## src/rtl/uart_receiver.sv

```systemverilog
// ---------------------------------------------------------------------------
// uart_receiver
//
// Deserialises an 8N1 bit-per-clock serial stream (idle high, start 0,
// eight data bits LSB first, stop 1) into bytes. Each good byte is held in
// dataOut with a valid/acknowledge handshake; bad stop bits and unread
// bytes that get overwritten are reported as one-cycle pulses.
//
// Ports
//   clk        in  1  single clock, rising edge
//   rst        in  1  synchronous, active-high reset
//   rxBit      in  1  serial line, idle level 1
//   dataAck    in  1  consumer accepts dataOut (only meaningful while dataValid)
//   dataOut    out 8  last correctly framed byte
//   dataValid  out 1  dataOut holds an unacknowledged byte
//   frameError out 1  pulse: stop bit sampled as 0
//   overrun    out 1  pulse: new byte completed while previous one unread
//   busy       out 1  receiver is not idle
// ---------------------------------------------------------------------------
module uart_receiver (
  input  logic       clk,
  input  logic       rst,
  input  logic       rxBit,
  input  logic       dataAck,
  output logic [7:0] dataOut,
  output logic       dataValid,
  output logic       frameError,
  output logic       overrun,
  output logic       busy
);

  typedef enum logic [1:0] {
    IDLE    = 2'd0,
    DATA    = 2'd1,
    STOP    = 2'd2,
    RECOVER = 2'd3
  } state_t;

  state_t      state_q, state_d;
  logic [7:0]  shift_q, shift_d;
  logic [2:0]  cnt_q,   cnt_d;
  logic [7:0]  data_q,  data_d;
  logic        valid_q, valid_d;
  logic        ferr_q,  ferr_d;
  logic        ovr_q,   ovr_d;

  always_ff @(posedge clk) begin
    if (rst) begin
      state_q <= IDLE;
      shift_q <= 8'h00;
      cnt_q   <= 3'd0;
      data_q  <= 8'h00;
      valid_q <= 1'b0;
      ferr_q  <= 1'b0;
      ovr_q   <= 1'b0;
    end else begin
      state_q <= state_d;
      shift_q <= shift_d;
      cnt_q   <= cnt_d;
      data_q  <= data_d;
      valid_q <= valid_d;
      ferr_q  <= ferr_d;
      ovr_q   <= ovr_d;
    end
  end

  always_comb begin
    state_d = state_q;
    shift_d = shift_q;
    cnt_d   = cnt_q;
    data_d  = data_q;
    // An acknowledge retires the held byte; a good stop bit below may
    // immediately re-arm it with the new byte.
    valid_d = valid_q & ~dataAck;
    ferr_d  = 1'b0;
    ovr_d   = 1'b0;

    unique case (state_q)
      IDLE: begin
        // No glitch filter: the line is one bit per clock, so any low is a start bit.
        if (!rxBit) begin
          state_d = DATA;
          cnt_d   = 3'd0;
        end
      end

      DATA: begin
        // LSB arrives first, so shifting in from the top leaves it in bit 0.
        shift_d = {rxBit, shift_q[7:1]};
        cnt_d   = cnt_q + 3'd1;
        if (cnt_q == 3'd7) begin
          state_d = STOP;
        end
      end

      STOP: begin
        if (rxBit) begin
          data_d  = shift_q;
          valid_d = 1'b1;
          // Overwriting a byte nobody accepted this edge loses it.
          ovr_d   = valid_q & ~dataAck;
          state_d = IDLE;
        end else begin
          ferr_d  = 1'b1;
          state_d = RECOVER;
        end
      end

      RECOVER: begin
        // A held-low (break) line must not be mistaken for a start bit.
        if (rxBit) begin
          state_d = IDLE;
        end
      end

      default: begin
        state_d = IDLE;
      end
    endcase
  end

  assign dataOut    = data_q;
  assign dataValid  = valid_q;
  assign frameError = ferr_q;
  assign overrun    = ovr_q;
  assign busy       = (state_q != IDLE);

endmodule

```

## config.mk

```make
export PLATFORM = sky130hd
export DESIGN_NAME = uart_receiver
export DESIGN_NICKNAME = d
export VERILOG_FILES = /design/src/rtl/uart_receiver.sv
export SDC_FILE = /design/constraint.sdc
export NUM_CORES = 1
export LEC_CHECK = 0
export ABC_AREA = 1
export CAP_MARGIN = 40
export CORE_UTILIZATION = 45
export CTS_CLUSTER_DIAMETER = 100
export DETAILED_ROUTE_END_ITERATION = 16
export PLACE_DENSITY = 0.72
export RECOVER_POWER = 50
export SLEW_MARGIN = 20
export SYNTH_ARGS = -nofsm -noshare
export SYNTH_HDL_FRONTEND = slang
export SYNTH_SLANG_ARGS = --single-unit
```

## constraint.sdc

```tcl
create_clock -name clk -period 1.15 [get_ports clk]
set_clock_uncertainty 0.2 [all_clocks]
set_input_delay 0.23 -clock clk [delete_from_list [all_inputs] [get_ports clk]]
set_output_delay 0.23 -clock clk [all_outputs]
set_load 0.01 [all_outputs]
```

==> flow_metrics.env <==
export IMPL_status="finished, violations left"
export IMPL_violations="negative setup slack"
export IMPL_syn_nets=114
export IMPL_grt_max_degree=15
export IMPL_synthCells=108
export IMPL_drive_gt1_share_pct=44.70
export IMPL_viasPerCell=5.164
export IMPL_overflow=0
export IMPL_hpwl_um=1253
export IMPL_routabilityCongestion=0.7619
export IMPL_drt_iter0_drc=9
export IMPL_path_class="flip-flop to primary output"
export IMPL_maxCapViolCount=0
export IMPL_wl_per_cell_um=12.81
export IMPL_track_usage_pct=20.25
export IMPL_fill_cells=160
export IMPL_powerDensity_nw_per_um2=1285
export IMPL_worstMarginPinSlew_ps=263.3
export IMPL_syn_area_per_cell_sq_um=8.550
export IMPL_htree_levels=1
export IMPL_cp_max_fo=2
export IMPL_finalNetCount=139
export IMPL_antenna_left=0
export IMPL_cts_sinks=24
export IMPL_cts_tree="done"
export IMPL_grt_pass1_vias=698
export IMPL_cp_arrival_ps=890
export IMPL_num_vias=821
export IMPL_path_cells="inv_2, nand2_1, buf_2"
export IMPL_max_freq_ghz=0.7556
export IMPL_end_kind="primary output"
export IMPL_slowest_stage="dfxtp_2"
export IMPL_required_ps=720
export IMPL_coreArea_sq_um=1942
export IMPL_yosysWarnings=0
export IMPL_dp_cells=153
export IMPL_report_final_slew_viol_count=0
export IMPL_grt_pass1_wl_um=3105
export IMPL_cts_root_buf="clkbuf_4"
export IMPL_layout_commonest_cell="nand2_1"
export IMPL_clk_path_buf_depth=2
export IMPL_worstHoldPathType="flip-flop to flip-flop"
export IMPL_cts_made_buffers=3
export IMPL_drc_errors=0
export IMPL_area_growth_pct=39.84
export IMPL_irDropWorstVdd_uv=789.8
export IMPL_ys_types=18
export IMPL_first_pass_iters=4
export IMPL_ys_ff_latch=24
export IMPL_period_minus_slack_ps=1323
export IMPL_io_buffers=15
export IMPL_dieArea_sq_um=2237
export IMPL_finalSetupViolCount=34
export IMPL_wl_um=2036
export IMPL_ios=16
export IMPL_clk_pin_slew_worst_paths_ps=130
export IMPL_mostFrequentLayoutCells="nand2_1 (17), nor2_1 (14), buf_6 (14), dfxtp_2 (13), dfxtp_1 (11)"
export IMPL_hold_viol=0
export IMPL_pre_cts_slack_ps=-382.0
export IMPL_rsz0062_at_grt="yes"
export IMPL_final_cell_count_no_fill=159
export IMPL_rows=16
export IMPL_n_antenna_cell=0
export IMPL_ys_seq_area_share_pct=52.03
export IMPL_grt_antenna_before_repair=0
export IMPL_die_x_um=47.30
export IMPL_fp_dieH_um=47.30
export IMPL_crit_path_start_kind="flip-flop"
export IMPL_finalCritPeriodShare_pct=115.1
export IMPL_start_util_pct=47.55
export IMPL_setup_ws_ps=-173.4
export IMPL_slew_headroom_pct=82.41
export IMPL_p_leak_nw=0.5062
export IMPL_hold_buffers=0
export IMPL_worstSkewPairLatency_ps=310
export IMPL_cpPeakStageDelay_ps=350
export IMPL_synth_area_sq_um=923.4
-- routing by layer --
metal	part of all wire [%]	vias up	track usage (%)	wire length (um)
met5	0	-	0	0
met4	0.59	0	11.43	12
met2	51	15	30.41	1035
met1	45	394	26.81	922
li1	-	410	-	-
met3	3.2	2	4.231	65
-- critical path: cells and delay by family (launching register included) --
family        cells  cell delay, ps
flops             1             350
simple gates      1              50
buf+inv           2             190
-- what timing repair did --
item	in CTS	in global routing
resized for setup	76	21
endpoints found under the setup margin	28	33
setup buffers	0	2
pin swaps	1	14
-- per-stage QoR --
stage | setup TNS [ps] | hold slack, ps | utilization [%] | cell area [sq um] | total power (W)
2_1_floorplan | 0 | 135.4 | - | 925.9 | 0.0009834
3_3_place_gp | -8349 | 253.4 | 58.31 | 1132 | 0.001031
3_5_place_dp | -8947 | 254.8 | 58.31 | 1132 | 0.001036
4_1_cts | -2358 | 278.9 | 62.31 | 1210 | 0.001637
5_1_grt | -4546 | 292.8 | 66.49 | 1291 | 0.001726
6_report | -2587 | 280.2 | 66.49 | 1291 | 0.001659
-- final cells by class --
type	instances	area [sq um]	area share (%)
clock buffer	3	22.52	1.744
timing repair buffer	26	272.8	21.12
multi-input combinational	74	420.4	32.56
tap	27	33.78	2.616
inverter	4	15.01	1.163
clock inverter	1	30.03	2.326
sequential	24	496.7	38.47
-- logic make-up (layout without fill, tap and decap cells) --
| logic type | after synthesis | in the layout | synth area share (%) |
|---|---|---|---|
| and+or+nand+nor | 50 | 50 | 25.34 |
| DFF | 24 | 24 | 52.03 |
| AOI/OAI and AO/OA | 22 | 22 | 12.06 |
| buffers and inverters | 10 | 34 | 7.858 |
| adders and majority gates | 2 | 2 | 2.710 |
-- sequential cells by signal, summed over array words and instances, names as in the netlist --
| register | count |
|---|---|
| cnt_q | 3 |
| frameError | 1 |
| overrun | 1 |
| shift_q | 8 |
| state_q | 2 |
| dataValid | 1 |
| dataOut | 8 |
-- Yosys cell counts (all sizes together) --
| cell type | n | area [sq um] |
|---|---|---|
| nand4 | 8 | 50.05 |
| o22ai | 1 | 6.260 |
| nand3 | 1 | 17.52 |
| o21ai | 10 | 50.05 |
| nor2 | 20 | 82.58 |
| a21oi | 11 | 55.05 |
| nor3 | 1 | 5.000 |
| nand3b | 1 | 7.510 |
| inv | 4 | 15.01 |
| nand2 | 19 | 71.32 |
| dfxtp | 24 | 480.5 |
| buf | 3 | 26.27 |
| ha | 2 | 25.02 |
| clkbuf | 3 | 31.28 |
-- final timing paths --
kind,endpoint,start,slack [ps],depth (start not counted)
worst max-delay path,busy,state_q[0],-170,3
worst min-delay path,dataOut[4],dataOut[4],280,2
worst max register to register,shift_q[2],state_q[0],-130,6
worst min register to register,dataOut[4],dataOut[4],280,2
-- report_power, final --
group | internal [W] | switching (W)
clock network | 0.000352 | 0.000253
logic | 0.0000789 | 0.0000911
registers | 0.000860 | 0.0000241
total | 0.00129 | 0.000368
(Power assumes the default switching activity.)
